--- config.mk ---
export PLATFORM = sky130hd
export DESIGN_NAME = rvc_fetch_stage
export DESIGN_NICKNAME = d
export VERILOG_FILES = /design/src/rtl/rvc_fetch_pkg.sv /design/src/rtl/fetch_fifo.sv /design/src/rtl/rvc_fetch_stage.sv
export SDC_FILE = /design/constraint.sdc
export NUM_CORES = 1
export LEC_CHECK = 0
export BUFFER_PORTS_ARGS = -buffer_cell sky130_fd_sc_hd__buf_4
export CELL_PAD_IN_SITES_DETAIL_PLACEMENT = 1
export CELL_PAD_IN_SITES_GLOBAL_PLACEMENT = 2
export CORE_ASPECT_RATIO = 0.5
export CORE_UTILIZATION = 35
export CTS_CLUSTER_SIZE = 40
export DETAILED_ROUTE_END_ITERATION = 12
export MAX_ROUTING_LAYER = met4
export PLACE_DENSITY = 0.73
export REMOVE_ABC_BUFFERS = 1
export SLEW_MARGIN = 10
export SYNTH_ARGS = -nofsm -noshare
export SYNTH_HDL_FRONTEND = slang
export SYNTH_HIERARCHICAL = 1
export SYNTH_SLANG_ARGS = --single-unit
--- constraint.sdc ---
create_clock -name clock -period 5.2 [get_ports clock]
set_clock_uncertainty 0.1 [all_clocks]
set_input_delay 0.78 -clock clock [delete_from_list [all_inputs] [get_ports clock]]
set_output_delay 0.78 -clock clock [all_outputs]
set_load 0.05 [all_outputs]
--- src/rtl/rvc_fetch_pkg.sv ---
// Shared encodings and the fetch buffer entry type for the RV32EC fetch stage.
package rvc_fetch_pkg;

    localparam logic [15:0] C_EBREAK_ENC = 16'h9002;
    localparam logic [15:0] C_NOP_ENC    = 16'h0001;

    typedef struct packed {
        logic [31:0] pc;
        logic [15:0] inst;
    } fetch_entry_t;

endpackage

--- src/rtl/fetch_fifo.sv ---
// Small power-of-two FIFO holding fetched {pc, inst} pairs; flush beats push and pop.
module fetch_fifo
    import rvc_fetch_pkg::*;
#(
    parameter int unsigned DEPTH = 2
) (
    input  logic         clock,
    input  logic         reset,
    input  logic         push,
    input  logic         pop,
    input  logic         flush,
    input  fetch_entry_t entry,
    output logic         full,
    output logic         empty,
    output fetch_entry_t head
);

    localparam int unsigned PTR_W = $clog2(DEPTH);
    localparam int unsigned CNT_W = PTR_W + 1;
    localparam logic [CNT_W-1:0] FULL_CNT = CNT_W'(DEPTH);

    fetch_entry_t     mem [DEPTH];
    logic [PTR_W-1:0] wr_ptr;
    logic [PTR_W-1:0] rd_ptr;
    logic [CNT_W-1:0] count;
    logic             do_push;
    logic             do_pop;

    assign full  = (count == FULL_CNT);
    assign empty = (count == '0);
    assign head  = mem[rd_ptr];

    // Pushing into a full buffer is only legal when the head leaves in the same cycle.
    assign do_pop  = pop && !empty && !flush;
    assign do_push = push && (!full || do_pop) && !flush;

    always_ff @(posedge clock or posedge reset) begin
        if (reset) begin
            wr_ptr <= '0;
            rd_ptr <= '0;
            count  <= '0;
        end else if (flush) begin
            wr_ptr <= '0;
            rd_ptr <= '0;
            count  <= '0;
        end else begin
            if (do_push) begin
                wr_ptr <= wr_ptr + PTR_W'(1);
            end
            if (do_pop) begin
                rd_ptr <= rd_ptr + PTR_W'(1);
            end
            if (do_push && !do_pop) begin
                count <= count + CNT_W'(1);
            end else if (!do_push && do_pop) begin
                count <= count - CNT_W'(1);
            end
        end
    end

    always_ff @(posedge clock) begin
        if (do_push) begin
            mem[wr_ptr] <= entry;
        end
    end

endmodule

--- src/rtl/rvc_fetch_stage.sv ---
// RV32EC fetch stage: PC register, ROM addressing, fetch buffer, redirect and c.ebreak halt.
module rvc_fetch_stage
    import rvc_fetch_pkg::*;
#(
    parameter logic [31:0] RESET_PC   = 32'h0000_0000,
    parameter int unsigned FIFO_DEPTH = 2
) (
    input  logic        clock,
    input  logic        reset,
    output logic [31:0] address,
    input  logic [15:0] instruction,
    input  logic        redirect_valid,
    input  logic [31:0] redirect_target,
    output logic        out_valid,
    input  logic        out_ready,
    output logic [15:0] out_instruction,
    output logic [31:0] out_pc,
    output logic        halted
);

    localparam logic [31:0] PC_ALIGN_MASK = 32'hFFFF_FFFE;

    logic [31:0]  pc_q;
    logic [31:0]  pc_d;
    logic         halted_q;
    logic         halted_d;
    logic         fifo_full;
    logic         fifo_empty;
    logic         pop;
    logic         push;
    fetch_entry_t wr_entry;
    fetch_entry_t head;
    fetch_entry_t last_q;

    assign address  = {1'b0, pc_q[31:1]};
    assign pop      = !fifo_empty && out_ready;
    assign push     = !halted_q && !redirect_valid && (!fifo_full || pop);
    assign wr_entry = '{pc: pc_q, inst: instruction};
    assign halted   = halted_q;

    always_comb begin
        pc_d     = pc_q;
        halted_d = halted_q;
        if (redirect_valid) begin
            pc_d     = redirect_target & PC_ALIGN_MASK;
            halted_d = 1'b0;
        end else if (push) begin
            pc_d = pc_q + 32'd2;
            if (instruction == C_EBREAK_ENC) begin
                halted_d = 1'b1;
            end
        end
    end

    always_ff @(posedge clock or posedge reset) begin
        if (reset) begin
            pc_q     <= RESET_PC & PC_ALIGN_MASK;
            halted_q <= 1'b0;
        end else begin
            pc_q     <= pc_d;
            halted_q <= halted_d;
        end
    end

    fetch_fifo #(
        .DEPTH (FIFO_DEPTH)
    ) u_fifo (
        .clock (clock),
        .reset (reset),
        .push  (push),
        .pop   (pop),
        .flush (redirect_valid),
        .entry (wr_entry),
        .full  (fifo_full),
        .empty (fifo_empty),
        .head  (head)
    );

    // Shadow of the last presented head so the outputs hold steady while the buffer is empty.
    always_ff @(posedge clock or posedge reset) begin
        if (reset) begin
            last_q <= '{pc: 32'h0, inst: C_NOP_ENC};
        end else if (!fifo_empty) begin
            last_q <= head;
        end
    end

    assign out_valid       = !fifo_empty;
    assign out_instruction = fifo_empty ? last_q.inst : head.inst;
    assign out_pc          = fifo_empty ? last_q.pc   : head.pc;

endmodule

Yosys cells after proc, flatten, opt, wreduce, memory -nomap -nowiden
Memory sizes are Yosys's and may differ from the RTL's.
Cells that the tools add are included.
{ "classes": {"n_addsub": 5, "multipliers": 0, "div_mod_pow": 0, "n_lt_le_gt_ge": 0, "n_eq_ne": 2, "shift": 0, "muxes": 16, "bitwise_logic": 0, "n_reduce_logical": 24} }
{ "ops": {"columns": ["op", "n"], "rows": [
  ["2-to-1 mux 32 bit", 3],
  ["adder 32 x 2 -> 32 bit, second input constant", 1],
  ["== test 16 bit, second input constant", 1],
  ["2-to-1 mux 16 bit", 1],
  ["logical AND 1 bit", 9],
  ["2-to-1 mux 1 bit", 9],
  ["nonzero test 2 bit", 4],
  ["logical NOT 1 bit", 6],
  ["2-to-1 mux 2 bit", 3],
  ["nonzero test 3 bit", 1],
  ["adder 1 bit, second input constant", 2],
  ["adder 2 x 1 -> 2 bit, second input constant", 1],
  ["== test 2 bit, second input constant", 1],
  ["logical NOT 2 bit", 1],
  ["logical OR 1 bit", 2],
  ["AND reduction 2 bit", 1],
  ["subtractor 2 x 1 -> 2 bit, second input constant", 1]
]} }
{ "word_totals": {"reg_bits": 85, "latchBits": 0, "mem_bits_rw": 96, "mem_bits_ro": 0, "inputBits": 52, "out_inout_bits": 82, "elab_cells": 55, "memories": 1} }
{ "mem_list": {"columns": ["memory", "words", "word_bits", "read_ports", "rd_ports_with_merged_regs", "wr", "line", "text"], "rows": [
  ["u_fifo.mem", 2, 48, 1, 0, 1, "fetch_fifo.sv:22", "fetch_entry_t mem [DEPTH];"]
]} }

Logic depth before layout (Yosys ltp)
{ "logic_depth": {"ltp_word": 13, "mapped_depth": 9, "ltp_nobuf": 7} }

Hierarchy
The synthesis kept the hierarchy.
{ "by_module_without_submodules": {"columns": ["module", "n_inst", "cells_each", "area_each_um2", "seq_area_each_um2"], "rows": [
  ["rvc_fetch_stage", 1, 338, 3843.7, 2003.2],
  ["fetch_fifo", 1, 179, 3708.6, 2982.9]
]} }

Worst setup path before layout
No wires, ideal clock.
{ "synth_path": {"kind": "in2reg", "startpoint": "input port out_ready", "endpoint": "memory u_fifo/mem[0][0] in the netlist's numbering, enable pin", "setup_time_ns": 0.513, "arrival_time_ns": 5.055, "required_time_ns": 4.587, "path_slack_ns": -0.468, "path_stages": 7, "n_path_buf": 2, "path_cell_list": "nand2b_4 > clkbuf_1 > a21oi_1 > and2_1 > clkbuf_1 > nand2_1 > nor3_1"} }
{ "synth_between": {"word_cells_on_any_way": 10, "classes_between": "mux (2); reduce/logical (8)"} }
{ "synth_lines": {"columns": ["item", "line", "text"], "rows": [
  ["start, declared", "rvc_fetch_stage.sv:15", "input logic out_ready,"],
  ["logical AND 1 bit", "rvc_fetch_stage.sv:36", "assign pop = !fifo_empty && out_ready;"],
  ["logical OR 1 bit", "rvc_fetch_stage.sv:37", "assign push = !halted_q && !redirect_valid && (!fifo_full || pop);"],
  ["logical AND 1 bit", "rvc_fetch_stage.sv:37", null],
  ["net push", "rvc_fetch_stage.sv:30", "logic push;"],
  ["logical AND 1 bit (2 in a row)", "fetch_fifo.sv:35", "assign do_push = push && (!full || do_pop) && !flush;"],
  ["2-to-1 mux 1 bit", "fetch_fifo.sv:62", "if (do_push) begin"],
  ["2-to-1 mux 1 bit (implied by the code)", "fetch_fifo.sv:63", "mem[wr_ptr] <= entry;"],
  ["end, declared", "fetch_fifo.sv:22", null]
]} }
The timed path passes the listed nets, and every way through them passes these cells.

==> metrics.md <==
| Metric | Value |
|---|---|
| Status | `finished clean` |
| Hold_ws | `0.1749 ns` |
| # IOs | `roughly 130` |
| Final HPWL DP | `11920 um` |
| Post-Syn Area | `between 0.007 and 0.008 sq mm` |
| Core Region | `around 0.021 sq mm` |
| IO buf count | `between 100 and 150` |
| Post CTS Setup Buffer Count | `0` |
| Clock transition at path regs | `0.06 ns` |
| Post-CTS Resized | `0` |
| Startpoint Class | `register` |
| DR vias/cell | `between 5 and 6` |
| WP data required | `~4.3 ns` |
| Pwr dens | `roughly 450 mW/mm^2` |
| GR Overflow Total | `0` |
| Peak supply drop | `about 0.19 mV` |
| Worst Setup End Kind | `output pin` |
| FP Rows | `37` |
| Start point of the critical path | `u_fifo/rd_ptr` |
| Post-route minimum period | `roughly 3.5 ns` |
| Die outline area | `between 0.02 and 0.025 sq mm` |
| Async S/R FF share, synth | `46.67%` |
| Most frequent cell after synthesis | `mux2_2` |
| Initial Util | `between 30% and 40%` |
| Synth-to-layout area growth | `24.12%` |
| Commonest cells in the netlist | `97 x mux2_2, 96 x edfxtp_1, 83 x dfrtp_1, 29 x nor2_1, 22 x a31oi_1` |
| Vias in the first global route | `5045` |
| CTS max path bufs | `2` |
| Lkg Pwr | `approximately 3.6 nW` |
| Root Driver | `clkbuf_16` |
| CP Class | `reg -> out` |
| FF-to-FF Start | `u_fifo/count[0]` |
| Detailed Route WL | `about 18000 um` |
| Drt drc | `0` |
| Post-CTS Hold Buffers | `0` |
| Final period utilization | `67.39%` |
| Final setup viols | `0` |
| CP endpoint | `out_pc[30]` |
| Ant diodes | `0` |
| Initial antenna violation count | `0` |
| Worst R2R End | `u_fifo/mem[1][39]` |
| Routed len/inst | `around 19 um` |
| Synth Flop Type | `edfxtp_1` |
| Largest net degree at the start of global routing | `50` |
| Sequential fraction of the synthesis area | `between 60% and 70%` |
| Synth top area share | `38.17%` |
| Die Height | `105.9 um` |
| Maximum capacitance violations | `0` |
| Slew HR | `41.53%` |
| Largest area contributor in the netlist | `edfxtp_1` |
| Tightest Pin Transition | `0.8739 ns` |
| Synthesis-stage register bit count | `180` |
| Hold Path Class | `in -> async` |
| GP Congestion | `approximately 0.7` |
| Die width | `between 200 and 250 um` |
| Tot Pwr | `~4.2 mW` |
| 1st-iter DRT viols | `roughly 280` |
| Critical-path maximum fanout | `28` |
| CTS H-tree lvls | `4` |
| First-pass GRT wire length | `between 20000 and 30000 um` |
| Number of synthesized flops with an enable pin | `96` |
| Post-Synthesis Cells | `~520` |
| RSZ-0062 raised after global routing | `false` |
| R2r worst-path depth | `5` |
| Gr usage total | `between 15 and 20%` |
| CP Data Arrival Time | `around 2.6 ns` |
| Clock Sinks | `180` |
| Area contributors post-synth | `edfxtp_1 38%, dfrtp_1 28%, mux2_2 14%` |
| Initial DRT Pass Iterations | `4` |
| Syn avg cell area | `14.61 sq um` |
| Worst skew pair latency | `~0.43 ns` |
| CTS tree | `done` |
| Max-slew violations | `0` |
| Fin. Hold Viols | `0` |
| Total Neg Setup Slack | `0 ns` |
| CTS buffer count | `17` |
| Netlist cell types | `53` |
| R2r setup slk | `1.96 ns` |
| Nets@finish | `701` |
| Fraction of layout cells with a size suffix above 1 | `between 40 and 50%` |
| DRT antenna net count | `0` |
| Ys Warns | `6` |
| Routed vias | `4818` |
| Fmax | `285.3 MHz` |
-- state kept, by name, summed over array words and instances, names as in the netlist --
signal and count:
pc_q 31, last_q 48, u_fifo/wr_ptr 1, u_fifo/mem 96, u_fifo/count 2, u_fifo/rd_ptr 1
halted 1
-- area by class of cell --
| class | instances | area, sq um |
|---|---|---|
| Multi-Input combinational cell | 296 | 2387 |
| Sequential cell | 180 | 4987 |
| Fill cell | 2114 | 11460 |
| Inverter | 14 | 55.05 |
| Timing Repair Buffer | 139 | 1044 |
| Clock inverter | 6 | 80.08 |
| Clock buffer | 26 | 479.2 |
| Tap cell | 273 | 341.6 |
-- per-layer routing --
| metal | part of all wire [%] | track usage, % |
|---|---|---|
| met4 | 0.67 | 4.067 |
| met2 | 49 | 28.67 |
| met1 | 47 | 23.10 |
| met3 | 3.0 | 3.754 |
| met5 | 0 | - |
-- cells by family after synthesis --
kind of cell	after synthesis	share of synthesized area (%)
flops	180	66.02
simple gates	111	8.764
mux	98	14.60
compound gates	73	6.594
buf+inv	43	2.651
xor+xnor	10	1.160
fa+ha+maj	1	0.1656
other cells	1	0.04965
-- per-stage QoR --
step	util (%)	worst slack, ns	std cells	cell area (sq um)
6_report	45.00	1.696	934	9374
5_1_grt	45.00	1.553	934	9374
4_1_cts	45.00	1.624	934	9374
3_5_place_dp	42.31	1.742	902	8815
3_3_place_gp	42.31	1.784	902	8815
2_1_floorplan	-	-0.7387	490	7412
-- cells in the final DEF (no fill, tap or decap), types with 9 or more instances in the layout --
master	count
or4_1	14
o21ai_0	17
buf_4	139
nand2_1	20
or3_1	10
inv_1	12
clkbuf_16	17
dfrtp_1	82
mux2_2	97
a31oi_1	22
o31ai_1	12
edfxtp_1	96
nand3_1	9
nor2_1	28
-- how the worst min path moves through the flow --
stage,from,endpoint,slack [ns],cells after the start
2_1_floorplan,u_fifo/count[0],u_fifo/count[0],0.44,1
3_3_place_gp,last_q[37],last_q[37],0.38,1
3_5_place_dp,last_q[12],last_q[12],0.38,1
4_1_cts,reset,u_fifo/wr_ptr,0.16,2
5_1_grt,reset,u_fifo/wr_ptr,0.17,2
6_report,reset,u_fifo/wr_ptr,0.17,2
-- worst max-delay path: stages (launching register included) --
cell and delay, ns:
dfrtp_2 0.86, buf_4 0.45, mux2_2 0.39, mux2_2 0.28, buf_4 0.19
-- report_power, final --
group / switching, mW / internal [mW]
combinational: 0.791 / 0.390
clock: 0.522 / 0.731
sequential: 0.104 / 1.70
Power figures use the tool's default switching activity.
